<file path="src/rtl/noc_input_port.sv">
// Router input stage: drains the read side of a port's async FIFO into a
// 3-entry queue, computes the XY route per packet and offers flits to the allocator.
module noc_input_port #(
  parameter int DATA_WIDTH = 32,
  parameter int LOCAL_X    = 0,
  parameter int LOCAL_Y    = 0
) (
  input  logic                  clk,
  input  logic                  rst,
  output logic                  rd_en,
  input  logic [DATA_WIDTH-1:0] rd_data,
  input  logic                  empty,
  output logic                  out_valid,
  input  logic                  out_ready,
  output logic [DATA_WIDTH-1:0] out_data,
  output logic [4:0]            out_dir,
  output logic                  out_head,
  output logic                  out_tail,
  output logic                  pkt_active,
  output logic                  err_orphan
);

  localparam logic [1:0] TYPE_HEAD   = 2'b10;
  localparam logic [1:0] TYPE_TAIL   = 2'b01;
  localparam logic [1:0] TYPE_SINGLE = 2'b11;

  localparam logic [4:0] DIR_LOCAL = 5'b10000;
  localparam logic [4:0] DIR_W     = 5'b01000;
  localparam logic [4:0] DIR_S     = 5'b00100;
  localparam logic [4:0] DIR_E     = 5'b00010;
  localparam logic [4:0] DIR_N     = 5'b00001;

  localparam logic [1:0] LX = 2'(LOCAL_X);
  localparam logic       LY = 1'(LOCAL_Y);

  typedef enum logic {IDLE, ACTIVE} state_t;

  state_t                state;
  logic [DATA_WIDTH-1:0] queue      [3];
  logic [DATA_WIDTH-1:0] queue_next [3];
  logic [1:0]            count;
  logic                  inflight;
  logic [4:0]            route_reg;

  logic [DATA_WIDTH-1:0] head_flit;
  logic [1:0]            head_type;
  logic                  head_is_start;
  logic [4:0]            head_route;
  logic                  has_flit;
  logic                  drop;
  logic                  accept;
  logic                  pop;
  logic [1:0]            wr_idx;

  function automatic logic [4:0] xy_route(input logic [1:0] dx, input logic dy);
    if (dx > LX)      return DIR_E;
    else if (dx < LX) return DIR_W;
    else if (dy > LY) return DIR_S;
    else if (dy < LY) return DIR_N;
    else              return DIR_LOCAL;
  endfunction

  assign head_flit     = queue[0];
  assign head_type     = head_flit[DATA_WIDTH-1:DATA_WIDTH-2];
  assign head_is_start = head_type[1];
  assign head_route    = xy_route(head_flit[DATA_WIDTH-3:DATA_WIDTH-4], head_flit[DATA_WIDTH-5]);
  assign has_flit      = (count != 2'd0);
  assign pkt_active    = (state == ACTIVE);

  // A body/tail reaching the queue head with no packet open is thrown away.
  always_comb begin
    drop       = has_flit && (state == IDLE) && !head_is_start;
    out_valid  = has_flit && !drop;
    accept     = out_valid && out_ready;
    pop        = accept || drop;
    err_orphan = drop;
    out_data   = out_valid ? head_flit : '0;
    out_dir    = 5'b0;
    out_head   = 1'b0;
    out_tail   = 1'b0;
    if (out_valid) begin
      if (state == ACTIVE) begin
        out_dir  = route_reg;
        out_tail = (head_type == TYPE_TAIL);
      end else begin
        out_dir  = head_route;
        out_head = 1'b1;
        out_tail = (head_type == TYPE_SINGLE);
      end
    end
  end

  // Counting in-flight reads guarantees room for every requested word.
  assign rd_en = !rst && !empty && (({1'b0, count} + {2'b0, inflight}) < 3'd3);

  always_comb begin
    queue_next = queue;
    wr_idx     = count - {1'b0, pop};
    if (pop) begin
      queue_next[0] = queue[1];
      queue_next[1] = queue[2];
    end
    if (inflight) begin
      case (wr_idx)
        2'd0:    queue_next[0] = rd_data;
        2'd1:    queue_next[1] = rd_data;
        default: queue_next[2] = rd_data;
      endcase
    end
  end

  always_ff @(posedge clk or posedge rst) begin
    if (rst) begin
      for (int i = 0; i < 3; i++) queue[i] <= '0;
      count     <= 2'd0;
      inflight  <= 1'b0;
      state     <= IDLE;
      route_reg <= 5'b0;
    end else begin
      for (int i = 0; i < 3; i++) queue[i] <= queue_next[i];
      count    <= count + {1'b0, inflight} - {1'b0, pop};
      inflight <= rd_en;
      case (state)
        IDLE: begin
          if (accept && head_type == TYPE_HEAD) begin
            state     <= ACTIVE;
            route_reg <= head_route;
          end
        end
        ACTIVE: begin
          if (accept && head_type == TYPE_TAIL) state <= IDLE;
        end
        default: state <= IDLE;
      endcase
    end
  end

endmodule

</file>
<file path="config.mk">
export PLATFORM = sky130hd
export DESIGN_NAME = noc_input_port
export DESIGN_NICKNAME = d
export VERILOG_FILES = /design/src/rtl/noc_input_port.sv
export SDC_FILE = /design/constraint.sdc
export NUM_CORES = 1
export LEC_CHECK = 0
export CAP_MARGIN = 20
export CORE_MARGIN = 2
export CORE_UTILIZATION = 43
export DETAILED_ROUTE_END_ITERATION = 8
export GPL_TIMING_DRIVEN = 0
export PLACE_DENSITY = 0.65
export SYNTH_ARGS = -nofsm -noshare
export SYNTH_HDL_FRONTEND = slang
export SYNTH_SLANG_ARGS = --single-unit
</file>
<file path="constraint.sdc">
create_clock -name clk -period 6.2 [get_ports clk]
set_input_delay 1.24 -clock clk [delete_from_list [all_inputs] [get_ports clk]]
set_output_delay 1.24 -clock clk [all_outputs]
set_load 0.03 [all_outputs]
</file>
==> results.json, run 1 <==
{
  "grtUsageTotal_pct": 25.5,
  "fin_crit_sh_pct": 68.5,
  "cts_root_buffer": "clkbuf_16",
  "period_minus_slack_ns": 4.25,
  "coreArea_um2": 12600,
  "rsz0062_at_grt": "no",
  "peakVddDrop_v": 0.000316,
  "holdPathEnd": "route_reg[2]",
  "seq_area_frac_synth_pct": 46.8,
  "final_nets": 674,
  "die_x_um": 117,
  "dieHeight_um": 117,
  "fin_util_pct": 54.4,
  "worstSetupEndpointType": "output port",
  "grt_start_max_net_pins": 68,
  "hold_class": "register to register",
  "path_clk_slew_ns": 0.07,
  "cpPeakStageDelay_ns": 0.66,
  "seq_area_um2": 2580,
  "diodes": 0,
  "grt_antenna_before_repair": 0,
  "synthesis.area_um2": 5510,
  "crit_arrival_ns": 3.01,
  "grt-ovfl-total": 0,
  "grt_first_pass_wirelength_um": 26700,
  "io_pins": 79,
  "layout-drive-gt1-share_pct": 6.74,
  "path_cells": "clkbuf_1 -> or2_1 -> clkbuf_1 -> buf_4 -> clkbuf_1 -> and3_1 -> clkdlybuf4s50_1",
  "post_drt_wl_per_cell_um": 20.8,
  "syn_area_per_cell_um2": 10.1,
  "critical-path-top-delay-family": "buffers and inverters",
  "cts_resized": 0,
  "cpMaxStageDelayCell": "clkdlybuf4s50_1",
  "min_from": "route_reg[2]",
  "ctsHoldBuffers": 0,
  "power.density_nw_per_um2": 618,
  "max_slew.worst_pin.slew_ns": 0.603,
  "routed_wl_um": 16800,
  "tns_ns": 0,
  "grt_pass1_vias": 4987,
  "port_buffers": 76,
  "placementRows": 41,
  "gp_congestion": 0.824,
  "via_per_inst": 6.14,
  "ys_warn_count": 0,
  "largest_reg_flops": 64,
  "clk_path_buf_depth": 2,
  "post_synth_num_cell_types": 38,
  "finalPower_mw": 4.22,
  "slew_violations": 0,
  "r2r_cells": 10,
  "critical_path_class": "register to output port",
  "dr.first_iter.drc_count": 406,
  "cts_tree": "built",
  "fmax_mhz": 235,
  "rrSetupSlack_ns": 2.95,
  "cp.required_ns": 4.96,
  "crit_fanout": 10,
  "placed_cells": 794,
  "dp_hpwl_um": 11600,
  "htree_levels": 3,
  "synth_cells": 544,
  "ant_nets": 0,
  "setup_viol": 0,
  "drtPass1Iterations": 5,
  "area_growth_pct": 24.0,
  "drc": 0,
  "critPathLaunchType": "register",
  "initial_utilization_pct": 43.9,
  "crit_buf_inv": 5,
  "cts_buffers": 9,
  "instances_no_fill": 810,
  "outcome": "finished clean",
  "clock_sinks": 103,
  "yosys_register_bits": 103,
  "multi_input_area_um2": 2580,
  "skew_ns": 0.00594,
  "post_cts_buffers": 0,
  "hold_viol_final": 0,
  "r2r_start": "count[0]",
  "cp_common_cell": "clkbuf_1",
  "num_vias": 4975,
  "clk_latency_ns": 0.36,
  "slew-limit-headroom_pct": 58.8,
  "cap_violations": 0,
  "rr_endpoint": "head_flit[2]",
  "power_leakage_nw": 2.75,
  "die-area_um2": 13700,
  "hold_depth": 1,
  "fillers": 1148
}
==> Yosys cell counts, drive strengths merged <==
cell	instances	area share, %
a31oi	32	3.6
nor3b	1	0.14
ha	5	1.1
a32oi	31	4.9
mux2	35	7.2
clkbuf	52	3.5
xnor2	3	0.48
nand2b	1	0.11
dfrtp	103	47
xor2	2	0.66
o21ba	1	0.18
buf	21	2.5
nand2	2	0.14
conb	1	0.068
a32o	1	0.18
o21a	31	4.2
o21bai	2	0.27
a2111oi	1	0.16
nor4b	1	0.27
and3	32	3.6
o21ai	65	5.9
a22o	1	0.16
inv	7	0.48
nor4	32	3.6
mux2i	3	0.54
nand3	34	3.1
nor3	2	0.18
or3	1	0.11
a211oi	1	0.14
or2	2	0.23
a2bb2oi	31	4.9
nor2	7	0.48
==> cell usage in the layout, fill, tap and decap left out, types with 3 or more instances in the layout <==
cell type	count
a2bb2oi_1	31
a31oi_1	32
a32oi_1	31
and3_1	32
buf_2	13
buf_4	5
buf_6	3
clkbuf_1	53
clkbuf_16	9
clkdlybuf4s50_1	76
dfrtp_1	103
ha_1	5
inv_1	4
mux2_1	34
mux2i_1	3
nand3_1	34
nor2_1	7
nor4_1	32
o21a_1	31
o21ai_0	61
o21ai_1	4
xnor2_1	3
==> worst reg2reg max path: stages (launching register included) <==
cell and delay, ns:
dfrtp_1 0.43, clkbuf_1 0.23, nor2_1 0.18, buf_2 0.25, clkbuf_1 0.36, nor2_1 0.14, ha_1 0.32, clkbuf_1 0.41
clkbuf_1 0.48, a32oi_1 0.19, a2bb2oi_1 0.19
==> through the flow <==
step / setup slack, ns / cell area [µm²] / hold WS [ns]
floorplan: 2.09 / 5520 / 0.458
global placement: 0.554 / 6490 / 0.472
detailed placement: 1.88 / 6520 / 0.476
CTS: 1.96 / 6840 / 0.491
global route: 1.84 / 6840 / 0.503
finish: 1.95 / 6840 / 0.484
==> routing by layer <==
metal / vias up / share of wire, % / wire length (µm) / track usage [%]
met4: 0 / 1.8 / 299 / 8.16
met5: - / 0 / 0 / 0
met1: 2500 / 44 / 7390 / 34.5
met3: 24 / 6.5 / 1090 / 4.99
li1: 2256 / - / - / -
met2: 195 / 48 / 8040 / 41.4
==> cells by family (layout without fill, tap and decap cells) <==
| family | after synthesis | in the layout | synth area share (%) |
|---|---|---|---|
| AOI/OAI and AO/OA | 197 | 197 | 24.7 |
| and+or+nand+nor | 115 | 115 | 12.0 |
| DFF | 103 | 103 | 46.8 |
| buffers and inverters | 80 | 173 | 6.49 |
| muxes | 38 | 38 | 7.70 |
| adders and majority gates | 5 | 5 | 1.14 |
| xor gates and xnor gates | 5 | 5 | 1.14 |
| other | 1 | 2 | 0.0680 |
==> cell type report <==
cell class              instances  area share [%]
repair buffers                 77            11.5
flip-flops and latches        103            37.7
well taps                     172            3.15
plain buffers                  73            4.85
inverters                       7           0.421
clock buffers                  10            3.35
multi-input cells             362            37.7
clock inverters                 6            1.24
==> how the worst max path moves through the flow <==
stage,startpoint,end,slack [ns],depth (start not counted)
4_1_cts,count[0],out_data[11],1.96,7
6_report,count[0],out_data[23],1.95,7
5_1_grt,count[0],out_data[30],1.84,7
3_3_place_gp,rst,head_flit[10],0.55,2
2_1_floorplan,empty,rd_en,2.09,1
3_5_place_dp,out_ready,head_flit[4],1.88,10
==> power breakdown <==
part	leakage, nW	switching [mW]	total, mW	internal, mW
Sequential	1.26	0.184	1.20	1.01
Clock	0.148	0.257	0.610	0.353
Combinational	1.34	1.51	2.42	0.909
Total	2.75	1.95	4.22	2.28
No activity file was read; power rests on OpenSTA's default activity.
==> inputs of run 2 (changes only) <==
==> constraint.sdc (replaced) <==
create_clock -name clk -period 4.4 [get_ports clk]
set_input_delay 0.88 -clock clk [delete_from_list [all_inputs] [get_ports clk]]
set_output_delay 0.88 -clock clk [all_outputs]
set_load 0.03 [all_outputs]
==> results of run 2 <==
The final DEF is identical to that of run 1. Status: finished clean.
Among the figures that moved: setup slack after placement 1.88 ns -> 0.437 ns; setup slack after layout 1.95 ns -> 0.512 ns; register-to-register setup slack 2.95 ns -> 1.15 ns; total power 4.22 mW -> 5.95 mW; worst IR drop on VDD 0.000316 V -> 0.000445 V
